===== config.mk =====
export PLATFORM = sky130hd
export DESIGN_NAME = washer_resource_arb_flat
export DESIGN_NICKNAME = d
export VERILOG_FILES = /design/src/rtl/washer_resource_arb_if.sv /design/src/rtl/washer_resource_arb.sv /design/src/flat_wrapper.sv
export SDC_FILE = /design/constraint.sdc
export NUM_CORES = 1
export LEC_CHECK = 0
export CAP_MARGIN = 15
export CORE_MARGIN = 3
export CORE_UTILIZATION = 57
export DETAILED_ROUTE_END_ITERATION = 10
export MAX_ROUTING_LAYER = met4
export PLACE_DENSITY = 0.78
export SETUP_SLACK_MARGIN = 0.1
export SLEW_MARGIN = 20
export SYNTH_ARGS = -nofsm -noshare
export SYNTH_HDL_FRONTEND = slang
export SYNTH_HIERARCHICAL = 1
export SYNTH_SLANG_ARGS = --single-unit

===== constraint.sdc =====
create_clock -name clk -period 2.89 [get_ports clk]
set_input_delay 0.289 -clock clk [delete_from_list [all_inputs] [get_ports clk]]
set_output_delay 0.289 -clock clk [all_outputs]
set_load 0.02 [all_outputs]

===== src/rtl/washer_resource_arb_if.sv =====
// Bundle of per-washer request, grant and fault signals shared between the
// washer controllers (master side) and the resource arbiter (slave side).
interface washer_resource_arb_if #(
  parameter int N_WASHERS = 4
);
  logic [N_WASHERS-1:0] fill_req;
  logic [N_WASHERS-1:0] drain_req;
  logic [N_WASHERS-1:0] fault_clr;
  logic [N_WASHERS-1:0] fill_gnt;
  logic [N_WASHERS-1:0] drain_gnt;
  logic                 valve_open;
  logic                 pump_on;
  logic [N_WASHERS-1:0] timeout_flt;

  modport master (
    output fill_req, drain_req, fault_clr,
    input  fill_gnt, drain_gnt, valve_open, pump_on, timeout_flt
  );

  modport slave (
    input  fill_req, drain_req, fault_clr,
    output fill_gnt, drain_gnt, valve_open, pump_on, timeout_flt
  );
endinterface


===== src/rtl/washer_resource_arb.sv =====
// Round-robin arbiter sharing one inlet valve and one drain pump between a
// bank of washers: one independent grant channel per resource, shared fault flags.

module washer_arb_channel #(
  parameter int N       = 4,
  parameter int T_MAX   = 64,
  parameter int T_GUARD = 2
) (
  input  logic         clk,
  input  logic         rst,
  input  logic [N-1:0] req,
  input  logic [N-1:0] blocked,
  output logic [N-1:0] gnt,
  output logic         active,
  output logic [N-1:0] tmo_set
);
  localparam int IW = (N > 1) ? $clog2(N) : 1;
  localparam int HW = $clog2(T_MAX + 1);
  localparam int GW = $clog2(T_GUARD + 1);
  localparam logic [HW-1:0] HOLD_MAX  = HW'(T_MAX);
  localparam logic [HW-1:0] HOLD_ONE  = HW'(1'b1);
  localparam logic [GW-1:0] GUARD_LEN = GW'(T_GUARD);
  localparam logic [GW-1:0] GUARD_ONE = GW'(1'b1);
  localparam logic [IW-1:0] PTR_INIT  = IW'(N - 1);
  localparam logic [N-1:0]  ONE_HOT0  = N'(1'b1);

  typedef enum logic [1:0] {
    ST_IDLE  = 2'd0,
    ST_GRANT = 2'd1,
    ST_GUARD = 2'd2
  } state_t;

  state_t        state_r, state_s;
  logic [IW-1:0] ptr_r, ptr_s;
  logic [HW-1:0] hold_r, hold_s;
  logic [GW-1:0] guard_r, guard_s;
  logic [N-1:0]  gnt_r, gnt_s;
  logic          active_r;
  logic [N-1:0]  set_s;
  logic [N-1:0]  eligible_s;
  logic [IW-1:0] pick_s;

  // First eligible requester strictly after ptr, wrapping around.
  function automatic logic [IW-1:0] rr_pick(input logic [N-1:0] elig,
                                            input logic [IW-1:0] ptr);
    logic [IW-1:0] sel;
    logic [IW-1:0] idx;
    logic          found;
    sel   = ptr;
    found = 1'b0;
    for (int off = 1; off <= N; off++) begin
      idx = IW'((int'(ptr) + off) % N);
      if (!found && elig[idx]) begin
        sel   = idx;
        found = 1'b1;
      end else begin
        sel = sel;
      end
    end
    return sel;
  endfunction

  // Next-state, grant and timeout-pulse logic for one channel.
  always_comb begin
    state_s    = state_r;
    ptr_s      = ptr_r;
    hold_s     = hold_r;
    guard_s    = guard_r;
    gnt_s      = gnt_r;
    set_s      = '0;
    eligible_s = req & ~blocked;
    pick_s     = rr_pick(eligible_s, ptr_r);
    case (state_r)
      ST_IDLE: begin
        if (eligible_s != '0) begin
          gnt_s   = ONE_HOT0 << pick_s;
          ptr_s   = pick_s;
          hold_s  = HOLD_ONE;
          state_s = ST_GRANT;
        end else begin
          gnt_s = '0;
        end
      end
      ST_GRANT: begin
        if (!req[ptr_r]) begin
          gnt_s   = '0;
          guard_s = GUARD_ONE;
          state_s = ST_GUARD;
        end else if (hold_r == HOLD_MAX) begin
          gnt_s   = '0;
          set_s   = ONE_HOT0 << ptr_r;
          guard_s = GUARD_ONE;
          state_s = ST_GUARD;
        end else begin
          hold_s = hold_r + HOLD_ONE;
        end
      end
      ST_GUARD: begin
        gnt_s = '0;
        if (guard_r == GUARD_LEN) begin
          guard_s = '0;
          state_s = ST_IDLE;
        end else begin
          guard_s = guard_r + GUARD_ONE;
        end
      end
      default: begin
        state_s = ST_IDLE;
        ptr_s   = PTR_INIT;
        hold_s  = '0;
        guard_s = '0;
        gnt_s   = '0;
      end
    endcase
  end

  // Channel state register; reset drops any grant on the same edge.
  always_ff @(posedge clk) begin
    if (rst) begin
      state_r  <= ST_IDLE;
      ptr_r    <= PTR_INIT;
      hold_r   <= '0;
      guard_r  <= '0;
      gnt_r    <= '0;
      active_r <= 1'b0;
    end else begin
      state_r  <= state_s;
      ptr_r    <= ptr_s;
      hold_r   <= hold_s;
      guard_r  <= guard_s;
      gnt_r    <= gnt_s;
      active_r <= |gnt_s;
    end
  end

  assign gnt     = gnt_r;
  assign active  = active_r;
  assign tmo_set = set_s;
endmodule

module washer_resource_arb_chk #(
  parameter int N = 4
) (
  input logic         clk,
  input logic         rst,
  input logic [N-1:0] fill_gnt,
  input logic [N-1:0] drain_gnt,
  input logic         valve_open,
  input logic         pump_on
);
  a_gnt_onehot: assert property (@(posedge clk) disable iff (rst)
    ($onehot0(fill_gnt) && $onehot0(drain_gnt)));

  a_drive_match: assert property (@(posedge clk) disable iff (rst)
    ((valve_open == (|fill_gnt)) && (pump_on == (|drain_gnt))));
endmodule

module washer_resource_arb #(
  parameter int N_WASHERS   = 4,
  parameter int T_MAX_FILL  = 64,
  parameter int T_MAX_DRAIN = 64,
  parameter int T_GUARD     = 2
) (
  input logic                  clk,
  input logic                  rst,
  washer_resource_arb_if.slave bus
);
  logic [N_WASHERS-1:0] fill_gnt_s;
  logic [N_WASHERS-1:0] drain_gnt_s;
  logic                 valve_s;
  logic                 pump_s;
  logic [N_WASHERS-1:0] fill_set_s;
  logic [N_WASHERS-1:0] drain_set_s;
  logic [N_WASHERS-1:0] flt_r;

  washer_arb_channel #(
    .N(N_WASHERS), .T_MAX(T_MAX_FILL), .T_GUARD(T_GUARD)
  ) u_fill (
    .clk(clk), .rst(rst), .req(bus.fill_req), .blocked(flt_r),
    .gnt(fill_gnt_s), .active(valve_s), .tmo_set(fill_set_s)
  );

  washer_arb_channel #(
    .N(N_WASHERS), .T_MAX(T_MAX_DRAIN), .T_GUARD(T_GUARD)
  ) u_drain (
    .clk(clk), .rst(rst), .req(bus.drain_req), .blocked(flt_r),
    .gnt(drain_gnt_s), .active(pump_s), .tmo_set(drain_set_s)
  );

  // Sticky timeout flags: a new timeout beats a simultaneous clear.
  always_ff @(posedge clk) begin
    if (rst) begin
      flt_r <= '0;
    end else begin
      flt_r <= (flt_r & ~bus.fault_clr) | fill_set_s | drain_set_s;
    end
  end

  assign bus.fill_gnt    = fill_gnt_s;
  assign bus.drain_gnt   = drain_gnt_s;
  assign bus.valve_open  = valve_s;
  assign bus.pump_on     = pump_s;
  assign bus.timeout_flt = flt_r;

  washer_resource_arb_chk #(.N(N_WASHERS)) u_chk (
    .clk(clk), .rst(rst), .fill_gnt(fill_gnt_s), .drain_gnt(drain_gnt_s),
    .valve_open(valve_s), .pump_on(pump_s)
  );
endmodule


===== src/flat_wrapper.sv =====
// flat-port wrapper written by rule: the top's interface ports become plain ports
module washer_resource_arb_flat 
#(
  parameter int N_WASHERS   = 4,
  parameter int T_MAX_FILL  = 64,
  parameter int T_MAX_DRAIN = 64,
  parameter int T_GUARD     = 2
)
  (clk, rst, bus_fill_req, bus_drain_req, bus_fault_clr, bus_fill_gnt, bus_drain_gnt, bus_valve_open, bus_pump_on, bus_timeout_flt);
  washer_resource_arb_if #(.N_WASHERS(N_WASHERS)) bus_i ();
  input logic clk;
  input logic rst;
  input wire logic [$bits(bus_i.fill_req)-1:0] bus_fill_req;
  input wire logic [$bits(bus_i.drain_req)-1:0] bus_drain_req;
  input wire logic [$bits(bus_i.fault_clr)-1:0] bus_fault_clr;
  output wire logic [$bits(bus_i.fill_gnt)-1:0] bus_fill_gnt;
  output wire logic [$bits(bus_i.drain_gnt)-1:0] bus_drain_gnt;
  output wire logic [$bits(bus_i.valve_open)-1:0] bus_valve_open;
  output wire logic [$bits(bus_i.pump_on)-1:0] bus_pump_on;
  output wire logic [$bits(bus_i.timeout_flt)-1:0] bus_timeout_flt;
  assign bus_i.fill_req = bus_fill_req;
  assign bus_i.drain_req = bus_drain_req;
  assign bus_i.fault_clr = bus_fault_clr;
  assign bus_fill_gnt = bus_i.fill_gnt;
  assign bus_drain_gnt = bus_i.drain_gnt;
  assign bus_valve_open = bus_i.valve_open;
  assign bus_pump_on = bus_i.pump_on;
  assign bus_timeout_flt = bus_i.timeout_flt;
  washer_resource_arb #(.N_WASHERS(N_WASHERS), .T_MAX_FILL(T_MAX_FILL), .T_MAX_DRAIN(T_MAX_DRAIN), .T_GUARD(T_GUARD)) u_core (.clk(clk), .rst(rst), .bus(bus_i));
endmodule

# --- Word level (Yosys, flattened, before mapping) ---
# Index checks and enable logic that the tools add are counted.
# W data, S select, Z words.
op_classes:
  bitwise: 13
  add_sub_neg: 12
  eq_ne: 18
  mux: 78
  order_cmp: 10
  shifts: 4
  n_reduce_logical: 28
op_table:
  columns: ["cell", "count"]
  rows:
  - ["$mux W2", 24]
  - ["$mux W4", 12]
  - ["$mux W7", 6]
  - ["$pmux W7 S3", 2]
  - ["$lt A2 B3 Y1 const B", 10]
  - ["$pmux W2 S3", 4]
  - ["$bmux W1 S2", 10]
  - ["$mux W1", 16]
  - ["$ne A2 B2 Y1 const B", 8]
  - ["$pmux W4 S2", 2]
  - ["$shl A1 B2 Y4 const A", 4]
  - ["$add A7 B1 Y7 const B", 2]
  - ["$eq A7 B7 Y1 const B", 2]
  - ["$add A2 B1 Y2 const B", 6]
  - ["$and A4 B4 Y4", 3]
  - ["$add A2 B2 Y2 const B", 4]
  - ["$eq A2 B2 Y1 const B", 4]
  - ["$not A4 Y4", 2]
  - ["$or A4 B4 Y4", 2]
  - ["$pmux W2 S2", 2]
  - ["$reduce_and A2 Y1", 4]
  - ["$reduce_and A4 Y1", 2]
  - ["$reduce_bool A4 Y1", 2]
  - ["$reduce_or A4 Y1", 2]
  - ["other kinds (8)", 28]
totals:
  output_inout_bits: 14
  input_bits: 14
  ff_bits: 40
  wordCells: 176

# --- Logic depth before layout (Yosys ltp) ---
logic_depth:
  depth_word: 18
  mapped_depth: 8

# --- Cells and area by module ---
# The synthesis kept the hierarchy.
by_module_without_submodules:
  columns: ["module", "area_per_inst_um2", "seq_area_each_um2", "cells_each", "instances"]
  rows:
  - ["washer_arb_channel at u_core.u_fill", 1311.3, 360.3, 150, 1]
  - ["washer_arb_channel at u_core.u_drain", 1267.5, 360.3, 146, 1]
  - ["washer_resource_arb", 140.1, 80.1, 16, 1]

# --- Worst setup path after synthesis ---
# No wires, ideal clock.
synth_path:
  path_type: "register to register"
  startpoint: "register u_core.u_fill.ptr_r[0]"
  endpoint: "register u_core.u_fill.gnt_r[2] (netlist: u_core/u_fill/gnt[2])"
  setup_time_ps: 119
  slack_ps: 835
  stages_incl_launch_ff: 8
  arrival_time_ps: 1937
  cell_sequence: "dfxtp_1 -> buf_6 -> clkinv_1 -> ha_1 -> mux4_2 -> o22ai_4 -> xnor2_1 -> a2bb2o_2"
synth_via:
  elab_chain_len: 16
  word_cells_on_any_way: 31
synth_rtl:
  columns: ["element", "line", "source"]
  rows:
  - ["start, declared", "washer_resource_arb.sv:34", "logic [IW-1:0] ptr_r, ptr_s;"]
  - ["start signal, assigned", "washer_resource_arb.sv:128", "ptr_r <= ptr_s;"]
  - ["$add A2 B1 Y2", "washer_resource_arb.sv:52", "idx = IW'((int'(ptr) + off) % N);"]
  - ["$bmux W1 S2", "washer_resource_arb.sv:53", "if (!found && elig[idx]) begin"]
  - ["$mux W1 (implied by the code)", "washer_resource_arb.sv:53", null]
  - ["$mux W1", "washer_resource_arb.sv:53", null]
  - ["$logic_not A1 Y1", "washer_resource_arb.sv:53", null]
  - ["$logic_and A1 B1 Y1", "washer_resource_arb.sv:53", null]
  - ["$mux W1", "washer_resource_arb.sv:53", null]
  - ["$logic_not A1 Y1", "washer_resource_arb.sv:53", null]
  - ["$logic_and A1 B1 Y1", "washer_resource_arb.sv:53", null]
  - ["$mux W1", "washer_resource_arb.sv:53", null]
  - ["$logic_not A1 Y1", "washer_resource_arb.sv:53", null]
  - ["$logic_and A1 B1 Y1", "washer_resource_arb.sv:53", null]
  - ["$mux W2", "washer_resource_arb.sv:53", null]
  - ["$shl A1 B2 Y4", "washer_resource_arb.sv:76", "gnt_s = ONE_HOT0 << pick_s;"]
  - ["$mux W4", "washer_resource_arb.sv:75", "if (eligible_s != '0) begin"]
  - ["$pmux W4 S2 *", "washer_resource_arb.sv:73", "case (state_r)"]
  - ["end signal, assigned", "washer_resource_arb.sv:131", "gnt_r <= gnt_s;"]
  - ["end, declared", "washer_resource_arb.sv:37", "logic [N-1:0] gnt_r, gnt_s;"]
# Every way passes the cells marked *; elsewhere a longest branch is shown, timed or not. The select of a mux whose other input is x is not followed.
# A chain may end at the register's enable or synchronous reset.

# --- Worst setup path after layout ---
# Ends and elaborated chain as after synthesis.

==> summary.md <==
| Metric | Value |
|---|---|
| WP data arrival | 2430 ps |
| Final Skew | 4.16 ps |
| Final setup violation count | 0 |
| Antenna diode count | 0 |
| GPL Wtd Cong | 0.922 |
| FFs w/ async S/R, synth | 0% |
| CTS tree | built |
| Vias after detailed routing | 2392 |
| Hold Buf Count CTS | 0 |
| Via density | 6.10 |
| Row cnt | 24 |
| Top post-synthesis cells by area | dfxtp_1 29%, ha_1 8.3%, a21oi_1 4.0%, mux4_2 3.3%, nand2_1 3.0% |
| Final Hold Vio Count | 0 |
| Sw Ratio | 43.1% |
| Post-Layout Cell Count | 392 |
| Worst EP required | 3080 ps |
| Root buffer cell | clkbuf_8 |
| Initial antenna violation count | 0 |
| Core region area | 0.00447 sq mm |
| Post-CTS setup repair buffer count | 0 |
| CP Cell Sequence | clkinv_1, ha_1, mux4_2, o22ai_4, xnor2_1, a2bb2o_2 |
| Syn nets | 344 |
| Highest Clock Rate | 445 MHz |
| Most used DFF post-synth | dfxtp_1 |
| DRT antenna net count | 0 |
| I/O Buffers | 27 |
| Crit-path max FO | 11 |
| Share of the synthesized area in the top cell type | 29.5% |
| Starting Density | 60.8% |
| Pint | 1.50 mW |
| Number of synthesis warnings | 6 |
| Area occupied by multi-input gates | 0.00179 sq mm |
| Clk_lat worst skew | 290 ps |
| I/O pin total | 28 |
| Post-CTS Resized | 0 |
| Setup WS pre-CTS | 453 ps |
| Nets@finish | 372 |
| Hold_ws | 481 ps |
| Register area | 801 sq um |
| RSZ-0062 raised after global routing | false |
| Setup CP Type | flop to flop |
| Total negative slack | 0 ps |
| Max-slew headroom | 50.0% |
| DR iter-0 viols | 193 |
| Clock period minus worst slack | 2250 ps |
| CTS sink cnt | 40 |
| Vias in the first global route | 2203 |
| CTS max path bufs | 2 |
| Total power | 2.63 mW |
| Crit. End Element | flop |
| TritonCTS Buffers | 5 |
| Remaining Overflow, GRT | 0 |
| Synth Instances | 312 |
| Clock-pin slew on the worst setup and hold paths | 70 ps |
| Number of unique standard cell types used by synthesis | 67 |
| Slew Viols, Final | 0 |
| Worst setup margin | 643 ps |
| Slowest-stage cell, CP | dfxtp_1 |
| DRC viols | 0 |
| Slew @ Worst Pin | 748 ps |
| Placed inst area | 0.00303 sq mm |
| Leak Pwr | 1.18 nW |
| Clk pwr share | 15.3% |
| GRT Total Usage | 23.6% |
| Global-route wire length before repair | 10000 um |
| Routed wire per std cell | 15.2 um |
| H-tree levels | 2 |
| Dpl hpwl | 4460 um |
| Critical path launch point type | flop |
| Syn Area/Cell | 8.71 sq um |
| Register area share after synthesis | 29.5% |
| Synth Cell Area | 0.00272 sq mm |
| Largest net degree at the start of global routing | 22 |
| Combinational fraction of design power | 54.3% |
| Die ar. | 0.00563 sq mm |
| Post-Route WL | 5980 um |
| P per Cell Area | 841 mW/mm^2 |
| Number of synthesized register bits | 40 |
| Post-synth EDFFs | 0 |
| Area leader, netlist | dfxtp_1 |
| Max incr delay on CP | 620 ps |
| Iteration count of the initial detailed-routing pass | 4 |
| Share of layout cells above drive strength 1 | 9.12% |
| MaxCap Viol Count | 0 |
| Area Growth Syn to Fin | 15.0% |
| Peak VDD IR | 0.000496 V |
| Register share of total power | 30.5% |
| Fin crit share | 77.8% |
| Placed insts | 385 |
| Post-route core utilization | 69.9% |
| Die H | 75.1 um |
| Finished Cell Area | 0.00313 sq mm |
| Worst Hold Class | flop to flop |
| Outcome | finished clean |
| Sw power | 1.13 mW |
| FILL cells | 379 |
| Die span in x | 75.1 um |
-- routing by layer --
layer | up-vias | share of wire (%) | GRT usage (%)
met5 | - | 0 | -
met2 | 56 | 43 | 33.6
met3 | 5 | 5.4 | 4.67
li1 | 1205 | - | -
met1 | 1126 | 51 | 34.1
met4 | 0 | 0.69 | 5.53
-- worst max-delay path: cells and delay by family (launching register included) --
family                     cells  cell delay (ps)
DFF                            1              620
muxes                          1              330
buffers and inverters          1              180
adders and majority gates      1              340
xor gates and xnor gates       1              180
AOI/OAI and AO/OA              2              490
-- synth_stat cells (all sizes together) (3+ instances only) --
cell type / instances
o41ai: 3
a21oi: 22
ha: 18
inv: 18
a311oi: 5
a31oi: 9
nor3b: 4
nor3: 7
a211oi: 4
dfxtp: 40
nand3: 5
o22ai: 3
nor4: 3
clkbuf: 8
and3: 9
and2b: 3
o2bb2ai: 3
nor2b: 8
mux2i: 7
nand2: 23
nor2: 18
a21o: 6
nand2b: 12
and2: 9
o21ai: 12
or3: 4
or4: 5
mux4: 5
-- power by group through the flow --
stage | registers (mW) | clock network, mW | logic (mW)
final | 0.801 | 0.402 | 1.43
after global routing | 0.825 | 0.436 | 1.58
after global placement | 0.812 | 0 | 1.38
after floorplan | 0.819 | 0 | 1.06
after CTS | 0.802 | 0.413 | 1.42
after detailed placement | 0.812 | 0 | 1.41
-- layout by cell type (no fill, tap or decap), drive strengths merged, types with 3 or more instances in the layout --
cell type / synthesis / layout
o21ai: 12 / 12
dfxtp: 40 / 40
o22ai: 3 / 3
a31oi: 9 / 9
or4: 5 / 5
mux4: 5 / 5
mux2i: 7 / 7
and2: 9 / 9
nor2b: 8 / 8
clkdlybuf4s50: 0 / 27
a21o: 6 / 6
o41ai: 3 / 3
a211oi: 4 / 4
ha: 18 / 18
buf: 2 / 4
inv: 18 / 18
and2b: 3 / 3
nand2: 23 / 23
or3: 4 / 4
nand2b: 12 / 12
a21oi: 22 / 22
nor3b: 4 / 4
nand3: 5 / 5
nor2: 18 / 18
a311oi: 5 / 5
nor3: 7 / 7
clkbuf: 8 / 7
nor4: 3 / 3
o2bb2ai: 3 / 3
and3: 9 / 9
-- worst paths after layout --
path | cells after the start | end | start | slack [ps]
worst max-delay path | 6 | u_core/u_fill/gnt[2]$_SDFF_PP0_ | u_core/u_fill/ptr_r[0]$_SDFFE_PP1P_ | 640
worst min-delay path | 1 | u_core/u_fill/hold_r[6]$_SDFFE_PP0P_ | u_core/u_fill/hold_r[6]$_SDFFE_PP0P_ | 480
worst max register to register | 6 | u_core/u_fill/gnt[2]$_SDFF_PP0_ | u_core/u_fill/ptr_r[0]$_SDFFE_PP1P_ | 640
worst min register to register | 1 | u_core/u_fill/hold_r[6]$_SDFFE_PP0P_ | u_core/u_fill/hold_r[6]$_SDFFE_PP0P_ | 480
-- flip-flops by register name, summed over array words and instances (netlist names), 4 cells and up --
name                    cells
u_core/bus.timeout_flt      4
u_core/u_drain/gnt          4
u_core/u_drain/hold_r       7
u_core/u_fill/gnt           4
u_core/u_fill/hold_r        7
-- area by class of cell --
class	count	area share, %
timing repair buffer	31	9.60
inverter	19	2.28
multi-input combinational	243	57.4
clock buffer	7	3.08
tap	52	2.08
sequential	40	25.6
-- cell families after synthesis --
| group | synth area share [%] |
|---|---|
| muxes | 6.86 |
| AOI/OAI and AO/OA | 23.4 |
| and+or+nand+nor | 26.8 |
| buffers and inverters | 4.56 |
| xor gates and xnor gates | 0.644 |
| adders and majority gates | 8.28 |
| DFF | 29.5 |
Power figures use the tool's default switching activity.
